===== config.mk =====
export PLATFORM = sky130hd
export DESIGN_NAME = reg_dump_reader
export DESIGN_NICKNAME = d
export VERILOG_FILES = /design/src/rtl/reg_dump_reader_pkg.sv /design/src/rtl/reg_dump_reader.sv
export SDC_FILE = /design/constraint.sdc
export NUM_CORES = 1
export LEC_CHECK = 0
export CAP_MARGIN = 20
export CORE_AREA = 2 2 88 90
export DETAILED_ROUTE_END_ITERATION = 12
export DIE_AREA = 0 0 90 92
export DONT_BUFFER_PORTS = 1
export PLACE_DENSITY_LB_ADDON = 0.2
export SLEW_MARGIN = 10
export SYNTH_ARGS = -nofsm -noshare
export SYNTH_HDL_FRONTEND = slang
export SYNTH_SLANG_ARGS = --single-unit

===== constraint.sdc =====
create_clock -name clk -period 2.55 [get_ports clk]
set_input_delay 0.255 -clock clk [delete_from_list [all_inputs] [get_ports clk]]
set_output_delay 0.255 -clock clk [all_outputs]
set_load 0.1 [all_outputs]

===== src/rtl/reg_dump_reader_pkg.sv =====
// Shared definitions for the register-file dump reader: state encoding,
// register-file geometry and the default word width.
package reg_dump_reader_pkg;

    localparam int         REG_COUNT    = 32;
    localparam logic [4:0] LAST_REG     = 5'd31;
    localparam int         DEFAULT_XLEN = 32;

    typedef enum logic [1:0] {
        IDLE = 2'd0,
        READ = 2'd1,
        SEND = 2'd2
    } state_e;

endpackage


===== src/rtl/reg_dump_reader.sv =====
// Walks the register file through a combinational read port and streams
// each register out over a valid/ready handshake, one word every two cycles.
module reg_dump_reader
    import reg_dump_reader_pkg::*;
#(
    parameter bit SKIP_X0 = 1'b0,
    parameter int XLEN    = DEFAULT_XLEN
) (
    input  logic            clk,
    input  logic            reset,
    input  logic            start,
    input  logic            abort,
    output logic [4:0]      rd_addr,
    input  logic [XLEN-1:0] rd_data,
    output logic            halt_req,
    output logic            out_valid,
    input  logic            out_ready,
    output logic [XLEN-1:0] out_data,
    output logic [4:0]      out_index,
    output logic            out_last,
    output logic            busy,
    output logic            done
);

    state_e            state_q, state_d;
    logic [4:0]        idx_q, idx_d;
    logic              out_valid_q, out_valid_d;
    logic [XLEN-1:0]   out_data_q, out_data_d;
    logic [4:0]        out_index_q, out_index_d;
    logic              out_last_q, out_last_d;
    logic              done_q, done_d;

    always_comb begin
        state_d     = state_q;
        idx_d       = idx_q;
        out_valid_d = out_valid_q;
        out_data_d  = out_data_q;
        out_index_d = out_index_q;
        out_last_d  = out_last_q;
        done_d      = 1'b0;
        case (state_q)
            IDLE: begin
                // start wins over a simultaneous abort; abort alone is a no-op here
                if (start) begin
                    idx_d   = SKIP_X0 ? 5'd1 : 5'd0;
                    state_d = READ;
                end
            end
            READ: begin
                if (abort) begin
                    out_valid_d = 1'b0;
                    out_last_d  = 1'b0;
                    state_d     = IDLE;
                end else begin
                    out_data_d  = rd_data;
                    out_index_d = idx_q;
                    out_valid_d = 1'b1;
                    out_last_d  = (idx_q == LAST_REG);
                    state_d     = SEND;
                end
            end
            SEND: begin
                if (abort) begin
                    out_valid_d = 1'b0;
                    out_last_d  = 1'b0;
                    state_d     = IDLE;
                end else if (out_ready) begin
                    out_valid_d = 1'b0;
                    if (idx_q == LAST_REG) begin
                        out_last_d = 1'b0;
                        done_d     = 1'b1;
                        state_d    = IDLE;
                    end else begin
                        // idx never leaves SEND at LAST_REG through this path, so no wrap
                        idx_d   = idx_q + 5'd1;
                        state_d = READ;
                    end
                end
            end
            default: state_d = IDLE;
        endcase
    end

    always_ff @(posedge clk or posedge reset) begin
        if (reset) begin
            state_q     <= IDLE;
            idx_q       <= '0;
            out_valid_q <= 1'b0;
            out_data_q  <= '0;
            out_index_q <= '0;
            out_last_q  <= 1'b0;
            done_q      <= 1'b0;
        end else begin
            state_q     <= state_d;
            idx_q       <= idx_d;
            out_valid_q <= out_valid_d;
            out_data_q  <= out_data_d;
            out_index_q <= out_index_d;
            out_last_q  <= out_last_d;
            done_q      <= done_d;
        end
    end

    assign rd_addr   = (state_q == READ) ? idx_q : 5'd0;
    assign busy      = (state_q != IDLE);
    assign halt_req  = busy;
    assign out_valid = out_valid_q;
    assign out_data  = out_data_q;
    assign out_index = out_index_q;
    assign out_last  = out_last_q;
    assign done      = done_q;

endmodule


==> reports/results.ini, run 1 <==
[worst_hold_path]
min_to=done
worstHoldPathType=in -> reg
whs_path_depth=2
hp-start=out_ready

[job]
maxCapViolations=0

[critical_path]
critPathTopFamily=simple AND/OR/NAND/NOR gates
reg2reg_slack_ns=0.48
crit_slowest_cell=dfrtp_1
crit_path_end_kind=flip-flop
arrival_ns=2.27
r2r_end=idx_q[3]
path_max_fanout=6
crit_chain=ha_1 > and3_1 > ha_1 > or3b_4 > or2_0 > o311ai_1
worstPathRequired_ns=2.75
critPathLaunchType=flip-flop
worst_path_largest_cell_delay_ns=0.45
crit_type=reg -> reg
crit_buf_inv=0
r2r_cells=6
timing.rr.start=idx_q[0]
path_common_cell=ha_1

[cts]
cts_tree=done
cts-root-buf=clkbuf_8
cts_buffer_depth=2
clkLatencyLatePin_ns=0.29
htree_levels=2
clock-sinks=47
clk_pin_slew_ns=0.09
cts_buffers=5
cts_resized=0

[placement]
port_buffers=0
gp_congestion=0.819
dpl.hpwl_um=2780

[route]
drt_iter0_drc=37
route.detailed.drc=0
vias_per_cell=4.53
vias=1182
ant_nets=0
detail_route.wl_per_cell_um=15.5
routed_wl_um=4050
drtPass1Iterations=4

[timing]
slew_headroom_pct=38.3
setup_viol=0
finalCritPeriodShare_pct=81.4
fmax_mhz=482
tightest_slew_ns=0.925
fin_setup_tns_ns=0
clock_skew_ns=0.00582
hold_violations=0
post-route-min-period_ns=2.07
rsz0062_at_grt=false
finalMaxSlewViolations=0

[grt]
grt_pass1_wl_um=6620
gr-total-overflow=0
grtUsageMet3_pct=4.19
busiest_layer=met2
met1_usage_pct=12.4
grt_max_degree=48
grt_pass1_vias=1184
grt_use_met2_pct=16.0
antenna_found_initial=0
track_usage_pct=9.98

[floorplan]
dieArea_mm2=0.00828
die_h_um=92
start_util_pct=28.7
rows=32
coreArea_mm2=0.00745
num_io_pins=84
die_w_um=90

[cells_and_area]
fill_cells=758
nNetsFinal=197
n_antenna_cell=0
drive_gt1_share_pct=35.2
area_growth_pct=12.7

[synth]
ys_warn_count=0
synth.cell_area_mm2=0.00214
synthCells=145
syn_area_per_cell_um2=14.7
synth.top_cell.area_share_pct=55.1
yosysSeqAreaShare_pct=55.1
ys_types=33
synth_seq_cells=47
synth_nets=184
yosys.area.top_type=dfrtp_1
synthTopCellsByArea=dfrtp_1 (55%), mux2_4 (21%), mux2_1 (3.7%)

[outcome]
status=completed

-- metrics by stage --
stage                     util [%]  hold WS (ns)  worst slack [ns]  std cells  instance area, µm²
after detailed placement      30.5         0.323             0.482        250                2270
final                         32.3        0.0761             0.476        261                2410
after global routing          32.3        0.0790             0.323        261                2410
after floorplan                  -         0.320             0.619        145                2140
after global placement        30.5         0.323             0.532        250                2270
after CTS                     31.8        0.0664             0.471        259                2370
-- cell usage after synthesis --
cell type and count:
dfrtp_1 47, mux2_4 30, nand2_1 8, mux2_1 7
and2_1 6, buf_6 5, mux2i_1 4, o211ai_1 4
inv_1 3, nand3_1 3, nor2_1 3, a21oi_1 2
ha_1 2, o21ai_0 2, a211o_1 1, a22o_1 1
and3_1 1, buf_2 1, buf_4 1, clkbuf_1 1
nand2b_1 1, nor2b_1 1, nor2b_4 1, nor3b_2 1
nor4_1 1, o21ba_2 1, o21bai_1 1, o2bb2ai_1 1
o311ai_1 1, or2_0 1, or2_2 1, or3b_4 1
or4b_1 1
-- what timing repair did --
action	4_1_cts	5_1_grt
hold endpoints to repair	1	23
setup buffers	0	0
hold buffers	1	1
-- registers in the layout (all words and copies together), names as in the netlist --
| signal | flops |
|---|---|
| done | 1 |
| state_q | 2 |
| out_data | 32 |
| idx_q | 5 |
| out_valid | 1 |
| out_last | 1 |
| out_index | 5 |
-- metal layers --
metal	vias up	routed length, µm
met3	2	409
met5	-	0
met2	67	1930
met4	0	14
met1	581	1690
li1	532	-
-- worst max path at each step --
| stage | start | to | slack (ns) | depth (start not counted) |
|---|---|---|---|---|
| finish | idx_q[0] | idx_q[3] | 0.48 | 6 |
| global placement | idx_q[0] | idx_q[3] | 0.53 | 6 |
| detailed placement | idx_q[0] | idx_q[3] | 0.48 | 6 |
| CTS | idx_q[0] | idx_q[3] | 0.47 | 6 |
| floorplan | idx_q[0] | idx_q[3] | 0.62 | 6 |
| global route | idx_q[0] | idx_q[3] | 0.32 | 6 |
-- logic make-up after synthesis --
group | Yosys count | synth area share (%)
AOI/OAI and AO/OA | 14 | 4.80
adders and majority gates | 2 | 1.17
buffers and inverters | 11 | 3.92
DFF | 47 | 55.1
muxes | 41 | 26.7
and+or+nand+nor | 30 | 8.38
-- cell usage in the layout (no fill, tap or decap) --
cell           netlist  routed
nor3b_2              1       1
and2_1               6       5
a211o_1              1       1
and3_1               1       1
mux2_4              30      30
clkbuf_8             0       5
or3b_4               1       1
buf_4                1      11
o21bai_1             1       1
clkinvlp_4           0       1
dfrtp_1             47      47
inv_2                0       1
o2bb2ai_1            1       1
or4b_1               1       1
nor4_1               1       1
o211ai_1             4       4
o21ba_2              1       1
nor2_1               3       3
nand3_1              3       3
buf_16               0       1
clkbuf_1             1       1
nor2b_4              1       1
mux2i_1              4       4
clkinv_2             0       1
o311ai_1             1       1
mux2_1               7       7
a21oi_1              2       2
a22o_1               1       1
inv_1                3       2
and2_2               0       1
or2_0                1       1
o21ai_0              2       2
nand2b_1             1       1
or2_2                1       1
nand2_1              8       8
nor2b_1              1       1
dlygate4sd3_1        0       2
ha_1                 2       2
-- final cells by class --
type	instances	area [µm²]	area share [%]
flip-flops and latches	47	1180	48.9
multi-input cells	87	877	36.4
repair buffers	14	130	5.41
well taps	102	128	5.30
clock buffers	6	72.6	3.01
clock inverters	2	12.5	0.520
inverters	3	11.3	0.468
Power of run 1 is left out: the tool's default activity adds up to more than one toggle a clock period on the data nets, which glitch-free logic cannot reach.
==> run 2: changes to the inputs <==
==> constraint.sdc (replaced) <==
create_clock -name clk -period 1.8 [get_ports clk]
set_input_delay 0.18 -clock clk [delete_from_list [all_inputs] [get_ports clk]]
set_output_delay 0.18 -clock clk [all_outputs]
set_load 0.1 [all_outputs]
==> run 2 against run 1 <==
  * The flow now finishes with violations (negative setup slack)
  * First-iteration DRC count fell by 38%
  * Setup slack got worse by 0.53 ns
  * Clock skew barely moved
  * Utilization rose by 6.0 points
  * Wire length rose by 12%
  * Global-route usage rose by 1.3 points
  * Critical path depth rose by 2
  * Count of clock-buffer cells in the layout did not move
  * Design area rose by 19%
  * Register-to-register slack got worse by 0.53 ns
  * Critical path type unchanged
  * Critical endpoint is now idx_q[4]
  * Highest routed layer unchanged
==> reports/results.ini, run 2 (synthesized netlist as in run 1, its figures left out) <==
[cells_and_area]
n_antenna_cell=0
mostFrequentLayoutCell=buf_4
layout_common_cells=buf_4 (57), dfrtp_1 (47), mux2_4 (30)
largest_register_ffs=32
area_growth_pct=33.8
fin_area_mm2=0.00286
nNetsFinal=245
drive_gt1_share_pct=52.2

[floorplan]
num_io_pins=84
die_h_um=92
die_w_um=90
dieArea_mm2=0.00828
coreArea_mm2=0.00745
rows=32
start_util_pct=28.7

[timing]
post-route-min-period_ns=1.86
hold_slack_ns=0.0242
fmax_mhz=538
rsz0062_at_grt=true
setup_viol=3
clock_skew_ns=0.00539
slew_headroom_pct=73.8
finalCritPeriodShare_pct=103
tightest_slew_ns=0.393
fin_ws_ns=-0.0576
hold_violations=0
finalMaxSlewViolations=0

[cts]
cts_tree=done
clk_pin_slew_ns=0.08
htree_levels=2
cts_buffer_depth=2
clock-sinks=47
cts_buffers=5
clkLatencyLatePin_ns=0.29
cts-root-buf=clkbuf_8

[critical_path]
critPathTopFamily=simple AND/OR/NAND/NOR gates
crit_type=reg -> reg
path_max_fanout=3
crit_path_end_kind=flip-flop
critPathLaunchType=flip-flop
crit_start=idx_q[0]
timing.rr.start=idx_q[0]
crit_buf_inv=2
path_common_cell=buf_4
crit_slowest_cell=or3b_4
crit_chain=ha_2 > and3_4 > ha_4 > or3b_4 > buf_4 > buf_4 > nand3_1 > o211ai_1
arrival_ns=2.03
worst_path_largest_cell_delay_ns=0.40
worstPathRequired_ns=1.97

[grt]
gr-total-overflow=0
track_usage_pct=11.3
grt_max_degree=37
grt_pass1_vias=1432
antenna_found_initial=0
grt_pass1_wl_um=7550

[power_and_ir_drop]
max-vdd-ir-drop_v=0.000511
power_density_mw_per_mm2=1840
p_leak_uw=0.00134

[job]
maxCapViolations=0

[worst_hold_path]
worstHoldPathType=in -> reg
hp-start=rd_data[8]

[route]
route.detailed.drc=0
detail_route.wl_per_cell_um=14.7
ant_nets=0
routed_wl_um=4550
drtPass1Iterations=4
vias=1362
drt_iter0_drc=23
vias_per_cell=4.41

[placement]
port_buffers=0
dpl.hpwl_um=3220
place_area_mm2=0.00264
place_ws_ns=-0.0744
gp_congestion=0.818

[outcome]
violations=negative setup slack
status=complete, but fails checks

run 2: cell types whose count changed in the layout (fill, tap and decap cells not counted), moves of 2 or more:
cell / delta
bufinv_16: +2
buf_4: +46
buf_12: +2
ha_1: -2
run 2: what timing repair did:
item,4_1_cts,5_1_grt
hold buffers,3,0
hold endpoints to repair,17,0
pin swaps,6,4
resized for setup,2,3
setup buffers,2,1
endpoints found under the setup margin,3,5
run 2: where the power goes:
part / leakage (µW) / switching [µW] / total (µW) / internal, µW
registers: 0.000581 / 140 / 1450 / 1310
clock network: 0.0000654 / 337 / 892 / 555
logic: 0.000692 / 2240 / 2930 / 689
run 2: per-stage QoR:
stage                     power, µW  setup TNS, ns  instances  utilization, %
after global placement         4380        -0.0201        295            35.5
after CTS                      5340         -0.176        308            38.1
final                          5270         -0.139        309            38.4
after global routing           5480         -0.408        309            38.4
after floorplan                3860        -0.0561        145               -
after detailed placement       4400        -0.0914        295            35.5
run 2: worst paths after layout:
check / end / slack, ns / cells past startpoint
min: out_data[8] / 0.02 / 1
min reg2reg: out_data[6] / 0.50 / 1
max: idx_q[4] / -0.06 / 8
max reg2reg: idx_q[4] / -0.06 / 8
min in group asynchronous: out_last / 0.32 / 2
max in group asynchronous: out_data[7] / 0.77 / 3
run 2: cell type report:
class | instances | area [µm²]
inverters | 3 | 11.3
multi-input cells | 87 | 912
repair buffers | 62 | 498
well taps | 102 | 128
clock buffers | 6 | 72.6
flip-flops and latches | 47 | 1180
fillers | 721 | 4590
clock inverters | 2 | 60.1
run 2: worst reg2reg max path: cells and delay by family (launching register included):
kind | cells | cell delay (ns)
AND/OR/NAND/NOR | 3 | 0.64
flip-flops | 1 | 0.39
adder cells (fa/ha/maj) | 2 | 0.35
buffers and inverters | 2 | 0.28
AO/OA/AOI/OAI | 1 | 0.09
run 2: per-layer routing:
metal  GRT usage [%]  wire length (µm)  vias to the layer above
li1                -                 -                      625
met1            14.6              2050                      672
met2            18.0              2120                       60
met3            4.11               337                        5
met4            2.95                45                        0
met5               0                 0                        -
Note: power is estimated with default switching activity, not from simulation.
==> run 3: changes to the inputs <==
--- a/config.mk
+++ b/config.mk
@@ -10,6 +10,7 @@
 export DETAILED_ROUTE_END_ITERATION = 12
 export DIE_AREA = 0 0 90 92
 export DONT_BUFFER_PORTS = 1
+export GPL_TIMING_DRIVEN = 0
 export PLACE_DENSITY_LB_ADDON = 0.2
 export SLEW_MARGIN = 10
 export SYNTH_ARGS = -nofsm -noshare
==> run 3 against run 2 <==
  * The run still ends with negative setup slack left
  * Highest routed layer unchanged
  * First-iteration DRC count up 22%
  * Design area down 9.9%
  * Largest power group is now sequential cells
  * Largest cell class unchanged
  * Cell count down 14%
==> reports/results.ini, run 3 (synthesized netlist as in run 1, its figures left out) <==
[timing]
clock_skew_ns=0.00259
hold_violations=0
tightest_slew_ns=0.938
finalCritPeriodShare_pct=103
post-route-min-period_ns=1.85
finalMaxSlewViolations=0
rsz0062_at_grt=true
slew_headroom_pct=37.5
setup_viol=2
fmax_mhz=541
fin_ws_ns=-0.0498

[floorplan]
rows=32
dieArea_mm2=0.00828
die_h_um=92
num_io_pins=84
coreArea_mm2=0.00745
die_w_um=90
start_util_pct=28.7

[cts]
cts_buffers=5
clock-sinks=47
clkLatencyLatePin_ns=0.29
cts_buffer_depth=2
cts_tree=done
htree_levels=2
cts-root-buf=clkbuf_8
clk_pin_slew_ns=0.09

[grt]
grt_max_degree=29
track_usage_pct=11.4
grt_pass1_vias=1341
antenna_found_initial=0
gr-total-overflow=0
grt_pass1_wl_um=7490

[critical_path]
worstPathRequired_ns=2.00
path_max_fanout=5
crit_type=reg -> reg
critPathLaunchType=flip-flop
r2r_cells=6
timing.rr.start=idx_q[0]
crit_start=idx_q[0]
arrival_ns=2.05
crit_path_end_kind=flip-flop

[cells_and_area]
fill_cells=745
layout_common_cells=dfrtp_1 (44), mux2_4 (30), buf_4 (8), nand2_1 (8), mux2_1 (7)
fin_cells=267
nNetsFinal=203
area_growth_pct=20.5
largest_register_ffs=32
register_area_mm2=0.00118
drive_gt1_share_pct=44.2
n_antenna_cell=0
mostFrequentLayoutCell=dfrtp_1
multiInputGateArea_um2=936

[route]
drt_iter0_drc=28
detail_route.wl_per_cell_um=17.0
vias_per_cell=4.72
ant_nets=0
routed_wl_um=4540
vias=1260
drtPass1Iterations=4
route.detailed.drc=0

[outcome]
status=complete, but fails checks
violations=negative setup slack

[worst_hold_path]
whs_path_depth=1
hp-start=rd_data[8]
worstHoldPathType=in -> reg

[power_and_ir_drop]
p_total_uw=4770
p_leak_uw=0.00113
max-vdd-ir-drop_v=0.000515
power_density_mw_per_mm2=1850

[job]
maxCapViolations=0

[placement]
dp.cells=248
port_buffers=0
dpl.hpwl_um=3190
gp_congestion=0.885

[run 3: path summary, 6_finish.rpt]
check | slack [ns] | endpoint
max in group asynchronous | 0.94 | state_q[1]
min in group asynchronous | 0.34 | out_data[20]
hold / removal | 0.02 | out_data[8]
setup / recovery | -0.05 | idx_q[3]
setup reg to reg | -0.05 | idx_q[3]
hold reg to reg | 0.57 | state_q[0]
[run 3: area by class of cell]
type / count / share of cell area (%)
well taps: 102 / 4.96
clock inverters: 3 / 1.70
inverters: 3 / 0.438
clock buffers: 5 / 2.67
plain buffers: 7 / 3.26
flip-flops and latches: 47 / 45.8
multi-input cells: 87 / 36.4
repair buffers: 13 / 4.76
[run 3: repair_timing]
| action | CTS | global route |
|---|---|---|
| hold buffers | 4 | 1 |
| buffers inserted | 4 | 3 |
| resized for setup | 16 | 7 |
| pin swaps | 5 | 7 |
| setup endpoints to repair | 12 | 5 |
| endpoints found under the hold margin | 22 | 1 |
[run 3: power breakdown]
group	total [µW]	switching (µW)	internal, µW
combinational	652	251	400
sequential	3350	2080	1270
clock	765	351	414
[run 3: per-stage QoR]
step / hold WS [ns] / TNS [ns] / setup WS [ns] / area [µm²] / util (%)
after floorplan: 0.245 / -0.0561 / -0.0561 / 2140 / -
after global placement: 0.248 / -0.558 / -0.172 / 2270 / 30.5
after detailed placement: 0.107 / -0.848 / -0.214 / 2290 / 30.7
after CTS: 0.000832 / -0.226 / -0.122 / 2530 / 33.9
after global routing: 0.000122 / -0.373 / -0.149 / 2570 / 34.6
final: 0.0188 / -0.0666 / -0.0498 / 2570 / 34.6
[run 3: per-layer routing]
metal	track usage, %	up-vias	wire length [µm]
li1	-	543	-
met1	13.5	640	1860
met2	19.0	71	2240
met3	4.85	6	392
met4	3.21	0	40
met5	0	-	0
[run 3: critical path: stages (launching register included)]
cell and delay (ns):
dfrtp_2 0.44, ha_4 0.17, and3_4 0.17, ha_4 0.16, or3b_4 0.40, or2_0 0.21
o311ai_1 0.22
